--- config.mk ---
export PLATFORM = sky130hd
export DESIGN_NAME = chip_test_sequencer
export DESIGN_NICKNAME = d
export VERILOG_FILES = /design/src/rtl/chip_seq_pkg.sv /design/src/rtl/start_edge_detect.sv /design/src/rtl/chip_test_sequencer.sv
export SDC_FILE = /design/constraint.sdc
export NUM_CORES = 1
export LEC_CHECK = 0
export ABC_CLOCK_PERIOD_IN_PS = 7300
export CORE_UTILIZATION = 35
export DETAILED_ROUTE_END_ITERATION = 8
export HOLD_SLACK_MARGIN = 0.08
export RECOVER_POWER = 25
export SLEW_MARGIN = 20
export SYNTH_ARGS = -nofsm -noshare
export SYNTH_HDL_FRONTEND = slang
export SYNTH_SLANG_ARGS = --single-unit
export TNS_END_PERCENT = 20
--- constraint.sdc ---
create_clock -name Clk -period 7.3 [get_ports Clk]
set_clock_uncertainty 0.1 [all_clocks]
set_input_delay 2.19 -clock Clk [delete_from_list [all_inputs] [get_ports Clk]]
set_output_delay 2.19 -clock Clk [all_outputs]
set_load 0.02 [all_outputs]
--- src/rtl/chip_seq_pkg.sv ---
// Shared types and defaults for the chip test sequencer.
package chip_seq_pkg;

    localparam int unsigned N_CHIPS_DEF     = 8;
    localparam int unsigned TIMEOUT_CYC_DEF = 1024;

    typedef enum logic [2:0] {
        ST_IDLE,
        ST_LAUNCH,
        ST_WAIT_DONE,
        ST_CAPTURE,
        ST_RELEASE,
        ST_DRAIN,
        ST_REPORT
    } state_e;

    // Busy covers every state where a tester is owned by the sequencer.
    function automatic logic is_busy(state_e s);
        return !((s == ST_IDLE) || (s == ST_REPORT));
    endfunction

endpackage

--- src/rtl/start_edge_detect.sv ---
// Registered rising-edge detector for the (already synchronized) Start button.
module start_edge_detect (
    input  logic clk,
    input  logic rst_n,
    input  logic start,
    output logic start_rise
);

    logic start_q, start_d;
    logic rise_q, rise_d;

    always_comb begin
        start_d = start;
        rise_d  = start & ~start_q;
    end

    always_ff @(posedge clk or negedge rst_n) begin
        if (!rst_n) begin
            start_q <= 1'b0;
            rise_q  <= 1'b0;
        end else begin
            start_q <= start_d;
            rise_q  <= rise_d;
        end
    end

    assign start_rise = rise_q;

endmodule

--- src/rtl/chip_test_sequencer.sv ---
// Launches one or all 74xx testers through Run/Done/RSLT/DISP_RSLT and collects verdicts.
// Optional WAIT_DONE watchdog: define CHIP_SEQ_TIMEOUT_EN.
module chip_test_sequencer
    import chip_seq_pkg::*;
#(
    parameter int unsigned N_CHIPS     = N_CHIPS_DEF,
    parameter int unsigned SEL_W       = $clog2(N_CHIPS),
    parameter int unsigned TIMEOUT_CYC = TIMEOUT_CYC_DEF
) (
    input  logic               Clk,
    input  logic               Reset_n,
    input  logic               Start,
    input  logic               Sweep,
    input  logic [SEL_W-1:0]   Chip_Sel,
    output logic [N_CHIPS-1:0] Run_Vec,
    input  logic [N_CHIPS-1:0] Done_Vec,
    input  logic [N_CHIPS-1:0] RSLT_Vec,
    output logic [N_CHIPS-1:0] DISP_RSLT_Vec,
    output logic               Busy,
    output logic [SEL_W-1:0]   Cur_Chip,
    output logic               Result_Valid,
    output logic [N_CHIPS-1:0] Pass_Mask,
    output logic [N_CHIPS-1:0] Tested_Mask,
    output logic [N_CHIPS-1:0] Timeout_Mask,
    output logic               Sel_Err
);

    if ((N_CHIPS < 2) || (TIMEOUT_CYC < 2)) begin : g_bad_params
        $error("chip_test_sequencer: N_CHIPS and TIMEOUT_CYC must be at least 2");
    end

    state_e             state_q, state_d;
    logic [SEL_W-1:0]   idx_q, idx_d;
    logic [SEL_W-1:0]   sel_s_q, sel_s_d;
    logic               sweep_s_q, sweep_s_d;
    logic               sweep_q, sweep_d;
    logic [N_CHIPS-1:0] pass_q, pass_d;
    logic [N_CHIPS-1:0] tested_q, tested_d;
    logic [N_CHIPS-1:0] run_q, run_d;
    logic [N_CHIPS-1:0] disp_q, disp_d;
    logic               sel_err_q, sel_err_d;
    logic               busy_q, busy_d;
    logic               valid_q, valid_d;

    logic               start_rise;
    logic [N_CHIPS-1:0] sel_oh_c;
    logic               done_sel_c;
    logic               rslt_sel_c;
    logic               more_c;

`ifdef CHIP_SEQ_TIMEOUT_EN
    localparam int unsigned CNT_W = $clog2(TIMEOUT_CYC);

    logic [CNT_W-1:0]   cnt_q, cnt_d;
    logic [N_CHIPS-1:0] tmo_q, tmo_d;
    logic               tmo_hit_q, tmo_hit_d;
`endif

    start_edge_detect u_start_edge (
        .clk        (Clk),
        .rst_n      (Reset_n),
        .start      (Start),
        .start_rise (start_rise)
    );

    // Only the active tester's Done/RSLT are ever observed.
    assign sel_oh_c   = N_CHIPS'(1) << idx_q;
    assign done_sel_c = |(Done_Vec & sel_oh_c);
    assign rslt_sel_c = |(RSLT_Vec & sel_oh_c);
    assign more_c     = sweep_q && (32'(idx_q) < (N_CHIPS - 1));

    always_comb begin
        state_d   = state_q;
        idx_d     = idx_q;
        sweep_d   = sweep_q;
        pass_d    = pass_q;
        tested_d  = tested_q;
        sel_err_d = sel_err_q;
        // Mode inputs are delayed one cycle so they line up with the registered edge.
        sel_s_d   = Chip_Sel;
        sweep_s_d = Sweep;
`ifdef CHIP_SEQ_TIMEOUT_EN
        cnt_d     = cnt_q;
        tmo_d     = tmo_q;
        tmo_hit_d = tmo_hit_q;
`endif

        case (state_q)
            ST_IDLE, ST_REPORT: begin
                if (start_rise) begin
                    pass_d    = '0;
                    tested_d  = '0;
                    sel_err_d = 1'b0;
                    sweep_d   = sweep_s_q;
`ifdef CHIP_SEQ_TIMEOUT_EN
                    tmo_d     = '0;
`endif
                    if (sweep_s_q) begin
                        idx_d   = '0;
                        state_d = ST_LAUNCH;
                    end else if (32'(sel_s_q) >= N_CHIPS) begin
                        idx_d     = '0;
                        sel_err_d = 1'b1;
                        state_d   = ST_REPORT;
                    end else begin
                        idx_d   = sel_s_q;
                        state_d = ST_LAUNCH;
                    end
                end
            end

            ST_LAUNCH: begin
`ifdef CHIP_SEQ_TIMEOUT_EN
                cnt_d     = '0;
                tmo_hit_d = 1'b0;
`endif
                state_d = ST_WAIT_DONE;
            end

            ST_WAIT_DONE: begin
                if (done_sel_c) begin
                    state_d = ST_CAPTURE;
                end
`ifdef CHIP_SEQ_TIMEOUT_EN
                else if (cnt_q == CNT_W'(TIMEOUT_CYC - 1)) begin
                    tmo_d     = tmo_q | sel_oh_c;
                    pass_d    = pass_q & ~sel_oh_c;
                    tested_d  = tested_q | sel_oh_c;
                    tmo_hit_d = 1'b1;
                    state_d   = ST_RELEASE;
                end else begin
                    cnt_d = cnt_q + CNT_W'(1);
                end
`endif
            end

            ST_CAPTURE: begin
                pass_d   = rslt_sel_c ? (pass_q | sel_oh_c) : (pass_q & ~sel_oh_c);
                tested_d = tested_q | sel_oh_c;
                state_d  = ST_RELEASE;
            end

            ST_RELEASE: begin
                state_d = ST_DRAIN;
`ifdef CHIP_SEQ_TIMEOUT_EN
                // A timed-out tester never raised Done, so there is nothing to drain.
                if (tmo_hit_q) begin
                    if (more_c) begin
                        idx_d   = idx_q + SEL_W'(1);
                        state_d = ST_LAUNCH;
                    end else begin
                        state_d = ST_REPORT;
                    end
                end
`endif
            end

            ST_DRAIN: begin
                if (!done_sel_c) begin
                    if (more_c) begin
                        idx_d   = idx_q + SEL_W'(1);
                        state_d = ST_LAUNCH;
                    end else begin
                        state_d = ST_REPORT;
                    end
                end
            end

            default: state_d = ST_IDLE;
        endcase

        // Pulses and status are registered from the next state so they align with it.
        run_d   = (state_d == ST_LAUNCH)  ? (N_CHIPS'(1) << idx_d) : '0;
        disp_d  = (state_d == ST_RELEASE) ? (N_CHIPS'(1) << idx_d) : '0;
        busy_d  = is_busy(state_d);
        valid_d = (state_d == ST_REPORT);
    end

    always_ff @(posedge Clk or negedge Reset_n) begin
        if (!Reset_n) begin
            state_q   <= ST_IDLE;
            idx_q     <= '0;
            sel_s_q   <= '0;
            sweep_s_q <= 1'b0;
            sweep_q   <= 1'b0;
            pass_q    <= '0;
            tested_q  <= '0;
            run_q     <= '0;
            disp_q    <= '0;
            sel_err_q <= 1'b0;
            busy_q    <= 1'b0;
            valid_q   <= 1'b0;
        end else begin
            state_q   <= state_d;
            idx_q     <= idx_d;
            sel_s_q   <= sel_s_d;
            sweep_s_q <= sweep_s_d;
            sweep_q   <= sweep_d;
            pass_q    <= pass_d;
            tested_q  <= tested_d;
            run_q     <= run_d;
            disp_q    <= disp_d;
            sel_err_q <= sel_err_d;
            busy_q    <= busy_d;
            valid_q   <= valid_d;
        end
    end

`ifdef CHIP_SEQ_TIMEOUT_EN
    always_ff @(posedge Clk or negedge Reset_n) begin
        if (!Reset_n) begin
            cnt_q     <= '0;
            tmo_q     <= '0;
            tmo_hit_q <= 1'b0;
        end else begin
            cnt_q     <= cnt_d;
            tmo_q     <= tmo_d;
            tmo_hit_q <= tmo_hit_d;
        end
    end

    assign Timeout_Mask = tmo_q;
`else
    assign Timeout_Mask = '0;
`endif

    assign Run_Vec       = run_q;
    assign DISP_RSLT_Vec = disp_q;
    assign Busy          = busy_q;
    assign Cur_Chip      = idx_q;
    assign Result_Valid  = valid_q;
    assign Pass_Mask     = pass_q;
    assign Tested_Mask   = tested_q;
    assign Sel_Err       = sel_err_q;

endmodule

After elaboration in Yosys (flattened, before gate mapping)
Index checks and enable logic that the tools add are counted.

Add/subtract/negate cells: 1. Order comparisons: 1. Equality and inequality tests: 10. Shift operators: 2. Multiplexer cells: 16. Bitwise logic cells: 8. Reduce and logical (&&, ||, !) cells: 11.

Operators with widths (number): $mux W8 (4); $pmux W8 S2 (2); $and A8 B8 Y8 (3); $mux W3 (8); $pmux W3 S6 (1); $or A8 B8 Y8 (2); $reduce_or A8 Y1 (2); $shl A1 B3 Y8 const A (2); $eq A3 B3 Y1 const B (5); $not A8 Y8 (1); $eq A3 B1 Y1 const B (2); $eq A3 B2 Y1 const B (2); $logic_not A3 Y1 (2); $pmux W3 S2 (1); $reduce_and A2 Y1 (2); $add A3 B1 Y3 const B (1); $lt A3 B3 Y1 const B (1); $ne A2 B1 Y1 const B (1); $reduce_bool A2 Y1 (1); $reduce_or A2 Y1 (1); $and A1 B1 Y1 (1); $logic_and A1 B1 Y1 (1); $logic_not A1 Y1 (1); $logic_or A1 B1 Y1 (1); $not A1 Y1 (1).

Bits in registers: 47. Bits of input ports: 23. Output and inout bits: 46. Word-level logic and storage cells: 62.

Depth between registers and ports, before layout
Gate-level depths: netlist of run 1.

Depth after elaboration: 8. Depth in mapped cells: 11.

Cells and area by module
Synthesis of run 1 repeated with hierarchy kept, for this count alone.

Cell total of the unflattened synthesis: 194. Area total of the unflattened synthesis: 2094.5 sq um.

Modules (own cells, without submodules): chip_test_sequencer (instances 1, cells an instance 191, area an instance 2030.7 sq um, seq. area each 1126.1 sq um); start_edge_detect (instances 1, cells an instance 3, area an instance 63.8 sq um, seq. area each 50.0 sq um).

Worst setup path before layout of run 1
OpenSTA, ideal clock, no wires.

Path type: input-to-reg. Start: input Done_Vec[4]. End: register disp_q[6] (netlist: DISP_RSLT_Vec[6]). Library setup time: 0.120 ns. Arrival: 3.561 ns. Path slack: 3.520 ns. Stages on the path: 6. Path through: a22oi_2 -> o22ai_2 -> or3_4 -> a311oi_4 -> inv_4 -> and3_1.

Cells in the longest elaborated chain, start to end: 6. Elaborated cells on any way between the ends: 10.

RTL lines: start, declared (RTL line chip_test_sequencer.sv:16) `input logic [N_CHIPS-1:0] Done_Vec,`; $and A8 B8 Y8 (RTL line chip_test_sequencer.sv:68) `assign done_sel_c = |(Done_Vec & sel_oh_c);`; $reduce_or A8 Y1 (RTL line chip_test_sequencer.sv:68); $mux W3 (RTL line chip_test_sequencer.sv:159) `if (!done_sel_c) begin`; $pmux W3 S2 (RTL line chip_test_sequencer.sv:88) `case (state_q)`; named net idx_d[2] (RTL line chip_test_sequencer.sv:33) `logic [SEL_W-1:0] idx_q, idx_d;`; $shl A1 B3 Y8 (RTL line chip_test_sequencer.sv:174) `disp_d = (state_d == ST_RELEASE) ? (N_CHIPS'(1) << idx_d) : '0;`; $mux W8 (RTL line chip_test_sequencer.sv:174); named net disp_d[6] (RTL line chip_test_sequencer.sv:40) `logic [N_CHIPS-1:0] disp_q, disp_d;`; end signal, assigned (RTL line chip_test_sequencer.sv:202) `disp_q <= disp_d;`; end, declared (RTL line chip_test_sequencer.sv:40).

The timed path passes the listed nets, and every way through them passes these cells. A chain may end at the register's enable or synchronous reset.

==> metrics.md, run 1 <==
| Metric | Value |
|---|---|
| Status | `finished, violations left` |
| Failing checks | `capacitance limit, slew limit` |
| CTS tree | `done` |
| Post-detail-place hpwl | `about 3400 um` |
| Clk pin slew, worst setup/hold paths | `about 0.09 ns` |
| Rel. slew slack | `-0.661` |
| Sequential fraction of design power | `0.368` |
| Drt pass-1 iters | `4` |
| Count of final hold-check violations | `0` |
| Delay-heaviest family, CP | `buffers and inverters` |
| Routability cong. | `slightly below 0.8` |
| CP endpoint kind | `async pin` |
| Register area share after synthesis | `0.529` |
| Total wire length | `between 4000 and 5000 um` |
| Port bufs | `59` |
| Routed len/inst | `14.2 um` |
| Share of cells above drive strength 1 | `0.0889` |
| Post-synth top area share | `0.529` |
| Final worst slack | `roughly 3.1 ns` |
| Max-cap violations | `1` |
| Critical path required time | `7.10 ns` |
| Actual slew at the worst max-slew pin | `between 2 and 2.5 ns` |
| Fin nets | `298` |
| Total gr overflow | `0` |
| Startpoint type of the worst setup path | `primary input` |
| Chip width | `81.7 um` |
| Dpl cell area | `~2800 um^2` |
| Power per cell area | `366 nW/um^2` |
| Ant. Diodes | `0` |
| Critical-path cell list | `clkbuf_1` |
| Slowest-stage cell, CP | `clkbuf_1` |
| HP Class | `flop to flop` |
| Final cycle utilization of the critical path | `0.570` |
| Most frequent cells in the layout | `clkdlybuf4s50_1 (56), dfrtp_1 (47), nand2_1 (28), nor2_1 (16), nand3_1 (11)` |
| CTS root buf | `clkbuf_8` |
| Clk sinks | `47` |
| Crit path DAT | `about 4.0 ns` |
| Final Cell Area | `between 2000 and 3000 um^2` |
| Synthesis-to-finish area growth | `31.5%` |
| R2R setup slack | `~4.1 ns` |
| TNS Setup | `0 ns` |
| Clock buffer count from CTS | `5` |
| Internal power | `about 0.64 mW` |
| EDFF count, synth | `0` |
| Number of nets with antenna violations after routing | `0` |
| Cts hold-fix bufs | `0` |
| Synth Warn # | `0` |
| Die Footprint | `6670 um^2` |
| Vias per inst | `4.97` |
| # IOs | `69` |
| Placed Instances | `337` |
| Non-filler cells, final | `approximately 350` |
| Synth area leaders | `dfrtp_1 (53%), nand2_1 (4.7%), buf_4 (3.4%)` |
| Crit path max fanout | `47` |
| Final Setup Violations | `0` |
| Clk pwr share | `0.190` |
| Longest Clk Path Bufs | `2` |
| Max Freq | `approximately 240 MHz` |
| Post-Place Setup Slack | `~2.8 ns` |
| Row count | `28` |
| Async S/R FF share, synth | `1.00` |
| CP Class | `primary input to async pin` |
| Maximum vdd drop | `between 150 and 200 uV` |
| Dominant synthesized flop cell | `dfrtp_1` |
| Register area | `between 1000 and 1500 um^2` |
| Clock latency on the worst-skew pair | `about 0.30 ns` |
| Filler instances | `573` |
| Final Max Tran Viols | `48` |
| RSZ-0062 raised after global routing | `false` |
| Number of buffer and inverter stages on the critical path | `1` |
| DRC viols | `0` |
| Area leader, netlist | `dfrtp_1` |
| NetSw | `0.432 mW` |
| Logic pwr share | `0.442` |
| Initial antenna violation count | `0` |
| Synth Cell Area | `roughly 2200 um^2` |
| Core Box Area | `around 6000 um^2` |
| Leak pwr | `1.30 nW` |
| CTS H-tree lvls | `2` |
| Post-CTS setup buffer count | `0` |
| Synth cell types | `52` |
| Die Y | `81.7 um` |
| First DRT Iteration DRCs | `49` |
| Yosys reg bits | `47` |
| Net Sw Frac | `0.404` |
| Vias in the first global route | `between 1500 and 2000` |
| Area of the multi-input gates | `915 um^2` |
| Vias | `1714` |
| First-pass GRT wire length | `~7600 um` |
| CP max stage delay | `~1.7 ns` |
| Avg Cell Area, Syn | `10.4 um^2` |
| CTS resizes | `0` |
| Min Tclk post-route | `approximately 4.2 ns` |
| Commonest non-fill, non-tap cell in the layout | `clkdlybuf4s50_1` |
| All-Layer GR Usage | `0.153` |
| Mapped Cells | `214` |
| Pin count of the biggest net entering global routing | `48` |
| Initial core utilization | `0.369` |
-- worst register-to-register path, cell delays in order (launching register included) --
cell and delay, ns:
dfrtp_1 0.67, xor2_1 0.22, or2_0 0.98, o2bb2ai_1 0.26, a311oi_4 0.56, inv_4 0.11
nor3_1 0.22
-- cell families (layout without fill, tap and decap cells) --
| logic type | after synthesis | count (layout) | share of synthesized area |
|---|---|---|---|
| multiplexers | 3 | 3 | 0.0146 |
| other | 1 | 9 | 0.00169 |
| adder cells (fa/ha/maj) | 6 | 6 | 0.0338 |
| buffers and inverters | 26 | 74 | 0.0726 |
| AND/OR/NAND/NOR | 90 | 90 | 0.203 |
| flip-flops | 47 | 47 | 0.529 |
| XOR/XNOR | 2 | 2 | 0.00788 |
| AO/OA/AOI/OAI | 39 | 39 | 0.137 |
-- stage by stage --
step	power (mW)	hold WS, ns	utilization
6_report	1.07	0.304	0.485
2_1_floorplan	0.716	0.278	-
3_5_place_dp	0.878	0.294	0.465
4_1_cts	1.08	0.307	0.485
5_1_grt	1.15	0.322	0.485
3_3_place_gp	0.872	0.282	0.465
-- power by group through the flow --
| stage | Clock (mW) | Sequential [mW] | Combinational [mW] |
|---|---|---|---|
| 3_5_place_dp | 0 | 0.400 | 0.478 |
| 6_report | 0.203 | 0.394 | 0.473 |
| 5_1_grt | 0.222 | 0.405 | 0.520 |
| 3_3_place_gp | 0 | 0.397 | 0.474 |
| 2_1_floorplan | 0 | 0.417 | 0.299 |
| 4_1_cts | 0.209 | 0.395 | 0.480 |
-- routing by layer --
metal	track usage	vias to the layer above	routed length (um)
met5	0	-	0
met4	0.0474	0	47
met3	0.0422	5	404
met2	0.231	66	2160
met1	0.212	808	2280
li1	-	835	-
-- synth_stat cells (2+ instances only) --
library cell	instances
a221oi_1	2
buf_4	10
dfrtp_1	47
nor3_1	10
a31o_2	3
nor2_1	16
and3b_1	2
nand3_1	11
inv_4	2
nand2_1	28
inv_1	4
or2_2	2
a22oi_1	2
buf_2	2
nor2b_1	3
mux2_2	2
and3_1	4
nor3_2	2
buf_6	2
o21ai_0	7
a211oi_1	2
clkbuf_2	2
clkbuf_1	3
nand2b_1	4
nor4_1	2
o21a_1	3
ha_1	6
a21oi_1	6
a31oi_1	2
-- registers in the layout, summed over array words and instances (netlist names) --
register	count
DISP_RSLT_Vec	8
sweep_q	1
Tested_Mask	8
u_start_edge.start_q	1
sweep_s_q	1
Pass_Mask	8
state_q	3
Cur_Chip	3
Busy	1
sel_s_q	3
Run_Vec	8
u_start_edge.start_rise	1
Result_Valid	1
-- final timing paths --
path / start / depth (start not counted) / to
hold reg to reg: u_start_edge.start_q / 1 / u_start_edge.start_rise
max in group Clk: Done_Vec[3] / 7 / DISP_RSLT_Vec[1]
setup / recovery: Reset_n / 1 / Cur_Chip[1]
min in group asynchronous: Reset_n / 1 / Pass_Mask[1]
hold / removal: u_start_edge.start_q / 1 / u_start_edge.start_rise
setup reg to reg: state_q[1] / 6 / DISP_RSLT_Vec[1]
-- cell type report --
type	instances	share of cell area
Multi-Input combinational cell	149	0.313
Timing Repair Buffer	59	0.200
Clock inverter	2	0.0133
Sequential cell	47	0.402
Clock buffer	6	0.0283
Tap cell	75	0.0321
Inverter	7	0.0111
(Power assumes the default switching activity.)
==> inputs of run 2 (changes only) <==
--- a/config.mk
+++ b/config.mk
@@ -5,7 +5,7 @@
 export SDC_FILE = /design/constraint.sdc
 export NUM_CORES = 1
 export LEC_CHECK = 0
-export ABC_CLOCK_PERIOD_IN_PS = 7300
+export ABC_CLOCK_PERIOD_IN_PS = 4050
 export CORE_UTILIZATION = 35
 export DETAILED_ROUTE_END_ITERATION = 8
 export HOLD_SLACK_MARGIN = 0.08
==> constraint.sdc (replaced) <==
create_clock -name Clk -period 4.05 [get_ports Clk]
set_clock_uncertainty 0.1 [all_clocks]
set_input_delay 1.215 -clock Clk [delete_from_list [all_inputs] [get_ports Clk]]
set_output_delay 1.215 -clock Clk [all_outputs]
set_load 0.02 [all_outputs]
==> metrics.md, run 2 (synthesis results as in run 1) <==
| Metric | Value |
|---|---|
| Status | `finished, final reports clean (was finished, violations left)` |
| CP Class | `primary input to flop (was primary input to async pin)` |
| Maximum vdd drop | `293 uV (was 153 uV)` |
| Final cycle utilization of the critical path | `0.777` |
| R2r endpoint | `DISP_RSLT_Vec[1] (unchanged)` |
| Count of final hold-check violations | `0 (unchanged)` |
| DRC viols | `0 (unchanged)` |
| Initial antenna violation count | `0 (unchanged)` |
| Final worst slack | `0.901 ns (was 3.14 ns)` |
| All-Layer GR Usage | `0.152 (was 0.153)` |
| Core Box Area | `6030 um^2 (unchanged)` |
| Hold path cells | `1 (unchanged)` |
| R2R setup slack | `1.07 ns (was 4.08 ns)` |
| Power per cell area | `636 nW/um^2 (was 366 nW/um^2)` |
| CTS root buf | `clkbuf_8 (unchanged)` |
| Share of cells above drive strength 1 | `0.0929 (was 0.0889)` |
| CTS tree | `done (unchanged)` |
| Actual slew at the worst max-slew pin | `0.589 ns (was 2.49 ns)` |
| Final Setup Violations | `0 (unchanged)` |
| HP Class | `flop to flop (unchanged)` |
| # IOs | `69 (unchanged)` |
| First DRT Iteration DRCs | `32 (was 49)` |
| Worst reg2reg startpoint | `Cur_Chip[2] (was state_q[1])` |
| Final Max Tran Viols | `0 (was 48)` |
| Post-CTS setup buffer count | `0 (unchanged)` |
| Crit path DAT | `3.26 ns (was 3.95 ns)` |
| Longest Clk Path Bufs | `2 (unchanged)` |
| Min Tclk post-route | `between 3 and 4 ns` |
| Post-Place Setup Slack | `0.565 ns (was 2.82 ns)` |
| Post-detail-place hpwl | `3480 um (was 3430 um)` |
| Met3 usage | `0.0378 (was 0.0422)` |
| Worst Hold Launch | `u_start_edge.start_q (unchanged)` |
| Critical path required time | `4.16 ns (was 7.10 ns)` |
| CTS H-tree lvls | `2 (unchanged)` |
| Max-cap violations | `0 (was 1)` |
| Clock buffer count from CTS | `5 (unchanged)` |
| Total wire length | `4870 um (was 4890 um)` |
| Crit path from | `Done_Vec[0] (was Reset_n)` |
| Clock latency on the worst-skew pair | `0.30 ns (about the same)` |
| Die Footprint | `6670 um^2 (unchanged)` |
| Routed len/inst | `14.2 um (about the same)` |
| TNS Setup | `0 ns (unchanged)` |
| Vias | `1716 (was 1714)` |
| Met2 Usage GRT | `0.247 (was 0.231)` |
| Max Freq | `approximately 320 MHz` |
| GRT met1 Usage | `0.200 (was 0.212)` |
| Vias per inst | `4.99 (was 4.97)` |
| RSZ-0062 raised after global routing | `false (unchanged)` |
| Fin nets | `298 (unchanged)` |
| CP endpoint kind | `flop (was async pin)` |
| Drt pass-1 iters | `4 (unchanged)` |
| Routability cong. | `0.792 (was 0.791)` |
| Initial core utilization | `0.369 (unchanged)` |
| Clk pin slew, worst setup/hold paths | `0.08 ns (was 0.09 ns)` |
| Hold path endpoint | `u_start_edge.start_rise (unchanged)` |
| Die Y | `81.7 um (unchanged)` |
| Port bufs | `59 (unchanged)` |
| Vias in the first global route | `1576 (was 1562)` |
| Startpoint type of the worst setup path | `primary input (unchanged)` |
| Number of nets with antenna violations after routing | `0 (unchanged)` |
| Most frequent cells in the layout | `clkdlybuf4s50_1 (57), dfrtp_1 (47), nand2_1 (28), nor2_1 (16), nand3_1 (11) (was clkdlybuf4s50_1 (56), dfrtp_1 (47), nand2_1 (28), nor2_1 (16), nand3_1 (11))` |
| Rel. slew slack | `0.608 (was -0.661)` |
| Leak pwr | `1.29 nW (was 1.30 nW)` |
| R2R depth | `8 (was 6)` |
| Cts hold-fix bufs | `0 (unchanged)` |
| Row count | `28 (unchanged)` |
| Clk sinks | `47 (unchanged)` |
| First-pass GRT wire length | `7600 um (was 7650 um)` |
| Chip width | `81.7 um (unchanged)` |
| Synthesis-to-finish area growth | `30.0% (was 31.5%)` |
| Pin count of the biggest net entering global routing | `48 (unchanged)` |
| Total gr overflow | `0 (unchanged)` |
| Crit path max fanout | `8 (was 47)` |
| Most used routing layer | `met2 (unchanged)` |
| Ant. Diodes | `0 (unchanged)` |
| CTS resizes | `0 (unchanged)` |
| Commonest non-fill, non-tap cell in the layout | `clkdlybuf4s50_1 (unchanged)` |
## run 2: cell type report
class | count | area [um^2]
fillers | 583 | 3140
flip-flops and latches | 47 | 1180
multi-input cells | 149 | 915
repair buffers | 59 | 588
well taps | 75 | 93.8
clock buffers | 5 | 68.8
inverters | 7 | 32.5
clock inverters | 2 | 13.8
## run 2: metrics by stage
step	area [um^2]	std cells	util	hold slack, ns	total power [mW]
floorplan	2250	222	-	0.278	1.29
CTS	2890	344	0.479	0.300	1.86
detailed placement	2800	337	0.465	0.288	1.59
global placement	2800	337	0.465	0.282	1.57
global route	2890	344	0.479	0.329	1.97
finish	2890	344	0.479	0.298	1.84
## run 2: how the worst max path moves through the flow
| stage | to | slack (ns) |
|---|---|---|
| 3_5_place_dp | DISP_RSLT_Vec[1] | 0.56 |
| 2_1_floorplan | DISP_RSLT_Vec[6] | 1.24 |
| 4_1_cts | DISP_RSLT_Vec[1] | 0.87 |
| 6_report | DISP_RSLT_Vec[1] | 0.90 |
| 3_3_place_gp | DISP_RSLT_Vec[1] | 0.56 |
| 5_1_grt | Run_Vec[6] | 0.78 |
## run 2: per-layer routing
layer | vias to the layer above | wire length (um) | share of wire
met5 | - | 0 | 0
met3 | 6 | 372 | 0.076
met2 | 64 | 2230 | 0.46
met4 | 0 | 57 | 0.012
met1 | 808 | 2210 | 0.45
li1 | 838 | - | -
## run 2: power breakdown
group	switching, mW	total, mW	internal, mW
combinational	0.484	0.856	0.372
clock	0.154	0.272	0.118
sequential	0.134	0.710	0.576
total	0.772	1.84	1.07
## run 2: critical path: stages
cell	delay [ns]
clkdlybuf4s50_1	0.40
a22oi_1	0.20
o21ai_1	0.18
or3_4	0.45
a311oi_4	0.50
inv_4	0.11
nor3_1	0.21
==> inputs of run 3 (changes only) <==
--- a/config.mk
+++ b/config.mk
@@ -5,10 +5,11 @@
 export SDC_FILE = /design/constraint.sdc
 export NUM_CORES = 1
 export LEC_CHECK = 0
-export ABC_CLOCK_PERIOD_IN_PS = 4050
+export ABC_CLOCK_PERIOD_IN_PS = 2680
 export CORE_UTILIZATION = 35
 export DETAILED_ROUTE_END_ITERATION = 8
 export HOLD_SLACK_MARGIN = 0.08
+export PLACE_DENSITY = 0.65
 export RECOVER_POWER = 25
 export SLEW_MARGIN = 20
 export SYNTH_ARGS = -nofsm -noshare
==> constraint.sdc (replaced) <==
create_clock -name Clk -period 2.68 [get_ports Clk]
set_clock_uncertainty 0.1 [all_clocks]
set_input_delay 0.804 -clock Clk [delete_from_list [all_inputs] [get_ports Clk]]
set_output_delay 0.804 -clock Clk [all_outputs]
set_load 0.02 [all_outputs]
==> metrics.md, run 3 (synthesis results as in run 1) <==
| Metric | Value |
|---|---|
| Clock latency on the worst-skew pair | `0.30 ns (about the same)` |
| Hold path cells | `1 (unchanged)` |
| Total wire length | `4840 um (was 4870 um)` |
| Count of final hold-check violations | `0 (unchanged)` |
| Cts hold-fix bufs | `0 (unchanged)` |
| Total gr overflow | `0 (unchanged)` |
| CP Class | `primary input to flop (unchanged)` |
| HP Class | `flop to flop (unchanged)` |
| Die Y | `81.7 um (unchanged)` |
| Post-CTS setup buffer count | `0 (unchanged)` |
| CTS resizes | `0 (unchanged)` |
| CTS root buf | `clkbuf_8 (unchanged)` |
| Worst Hold Launch | `u_start_edge.start_q (unchanged)` |
| CTS H-tree lvls | `2 (unchanged)` |
| Routed len/inst | `13.4 um (was 14.2 um)` |
| Leak pwr | `1.38 nW (was 1.29 nW)` |
| Non-filler cells, final | `361 (was 344)` |
| Initial core utilization | `0.369 (unchanged)` |
| Ant. Diodes | `0 (unchanged)` |
| Vias in the first global route | `1595 (was 1576)` |
| Initial antenna violation count | `0 (unchanged)` |
| R2R depth | `8 (unchanged)` |
| Vias per inst | `4.86 (was 4.99)` |
| Final Cell Area | `3050 um^2 (was 2890 um^2)` |
| RSZ-0062 raised after global routing | `false (unchanged)` |
| Port bufs | `59 (unchanged)` |
| Crit path max fanout | `8 (unchanged)` |
| Critical path required time | `2.77 ns (was 4.16 ns)` |
| Max Freq | `389 MHz` |
| Pin count of the biggest net entering global routing | `28 (was 48)` |
| Core Box Area | `6030 um^2 (unchanged)` |
| TNS Setup | `0 ns (unchanged)` |
| R2r endpoint | `DISP_RSLT_Vec[6] (was DISP_RSLT_Vec[1])` |
| Status | `finished, final reports clean (unchanged)` |
| Clk pin slew, worst setup/hold paths | `0.08 ns (about the same)` |
| Final Setup Violations | `0 (unchanged)` |
| R2R setup slack | `0.15 ns (was 1.07 ns)` |
| Max-cap violations | `0 (unchanged)` |
| Longest Clk Path Bufs | `2 (unchanged)` |
| # IOs | `69 (unchanged)` |
| Post-detail-place hpwl | `3690 um (was 3480 um)` |
| Fin nets | `314 (was 298)` |
| Commonest non-fill, non-tap cell in the layout | `clkdlybuf4s50_1 (unchanged)` |
| Drt pass-1 iters | `4 (unchanged)` |
| Routability cong. | `0.809 (was 0.792)` |
| Dpl cell area | `2940 um^2 (was 2800 um^2)` |
| Row count | `28 (unchanged)` |
| First DRT Iteration DRCs | `57 (was 32)` |
| Clk sinks | `47 (unchanged)` |
| Worst reg2reg startpoint | `Cur_Chip[0] (was Cur_Chip[2])` |
| Final Max Tran Viols | `0 (unchanged)` |
| CTS tree | `done (unchanged)` |
| Die Footprint | `6670 um^2 (unchanged)` |
| All-Layer GR Usage | `0.147 (was 0.152)` |
| CP endpoint kind | `flop (unchanged)` |
| Actual slew at the worst max-slew pin | `1.14 ns (was 0.589 ns)` |
| Design Power | `3.05 mW (was 1.84 mW)` |
| Crit path DAT | `2.66 ns (was 3.26 ns)` |
| Clock buffer count from CTS | `5 (unchanged)` |
| Vias | `1755 (was 1716)` |
| Min Tclk post-route | `between 2 and 3 ns` |
| Chip width | `81.7 um (unchanged)` |
| Final cycle utilization of the critical path | `0.960` |
| Placed Instances | `353 (was 337)` |
| Most frequent cells in the layout | `clkdlybuf4s50_1 (53), dfrtp_1 (46), nand2_1 (28), nor2_1 (16), buf_4 (15) (was clkdlybuf4s50_1 (57), dfrtp_1 (47), nand2_1 (28), nor2_1 (16), nand3_1 (11))` |
| Number of nets with antenna violations after routing | `0 (unchanged)` |
| Maximum vdd drop | `407 uV (was 293 uV)` |
| Rel. slew slack | `0.243 (was 0.608)` |
| First-pass GRT wire length | `7420 um (was 7600 um)` |
| DRC viols | `0 (unchanged)` |
| Hold path endpoint | `u_start_edge.start_rise (unchanged)` |
| Startpoint type of the worst setup path | `primary input (unchanged)` |
| Synthesis-to-finish area growth | `37.1% (was 30.0%)` |
| Share of cells above drive strength 1 | `0.154 (was 0.0929)` |
| Power per cell area | `1000 nW/um^2 (was 636 nW/um^2)` |
==> run 3: cell types whose count changed in the layout (fill, tap and decap cells not counted), sizes merged <==
cell / delta
clkbuf: +2
clkinvlp: +1
bufinv: +1
dlygate4sd3: +4
buf: +14
clkdlybuf4s50: -4
clkinv: -2
inv: +1
==> run 3: final cells by class <==
type / instances / area (um^2)
fill: 579 / 2980
sequential: 47 / 1180
multi-input combinational: 149 / 926
timing repair buffer: 75 / 702
tap: 75 / 93.8
clock buffer: 5 / 68.8
clock inverter: 3 / 46.3
inverter: 7 / 32.5
==> run 3: per-layer routing <==
metal / track usage / wire length (um) / up-vias / share of wire
met5: 0 / 0 / - / 0
met4: 0.0263 / 21 / 0 / 0.0043
met3: 0.0322 / 359 / 2 / 0.074
met2: 0.250 / 2270 / 65 / 0.47
met1: 0.193 / 2190 / 819 / 0.45
li1: - / - / 869 / -
==> run 3: worst max-delay path, stage by stage <==
cell             delay (ns)
clkdlybuf4s50_1        0.41
a22oi_2                0.20
o22ai_2                0.11
or3_4                  0.43
a311oi_4               0.41
inv_4                  0.10
and3_1                 0.19
==> run 3: stage by stage <==
stage	setup WS [ns]	util	hold slack [ns]
after floorplan	0.119	-	0.278
after global placement	-0.210	0.487	0.282
after detailed placement	-0.217	0.487	0.294
after CTS	0.0482	0.506	0.307
after global routing	0.0283	0.506	0.327
final	0.107	0.506	0.300
==> run 3: how the worst max path moves through the flow <==
| stage | start | to | slack (ns) | cells past startpoint |
|---|---|---|---|---|
| finish | Done_Vec[4] | DISP_RSLT_Vec[6] | 0.11 | 7 |
| global route | Done_Vec[4] | DISP_RSLT_Vec[1] | 0.03 | 7 |
| CTS | Cur_Chip[2] | Cur_Chip[2] | 0.05 | 3 |
| detailed placement | Done_Vec[0] | Run_Vec[7] | -0.22 | 9 |
| global placement | Done_Vec[4] | DISP_RSLT_Vec[7] | -0.21 | 7 |
| floorplan | Cur_Chip[2] | DISP_RSLT_Vec[6] | 0.12 | 9 |
==> run 3: power by group <==
| group | switching, mW | internal (mW) |
|---|---|---|
| Sequential | 0.160 | 0.873 |
| Combinational | 0.810 | 0.691 |
| Clock | 0.240 | 0.281 |
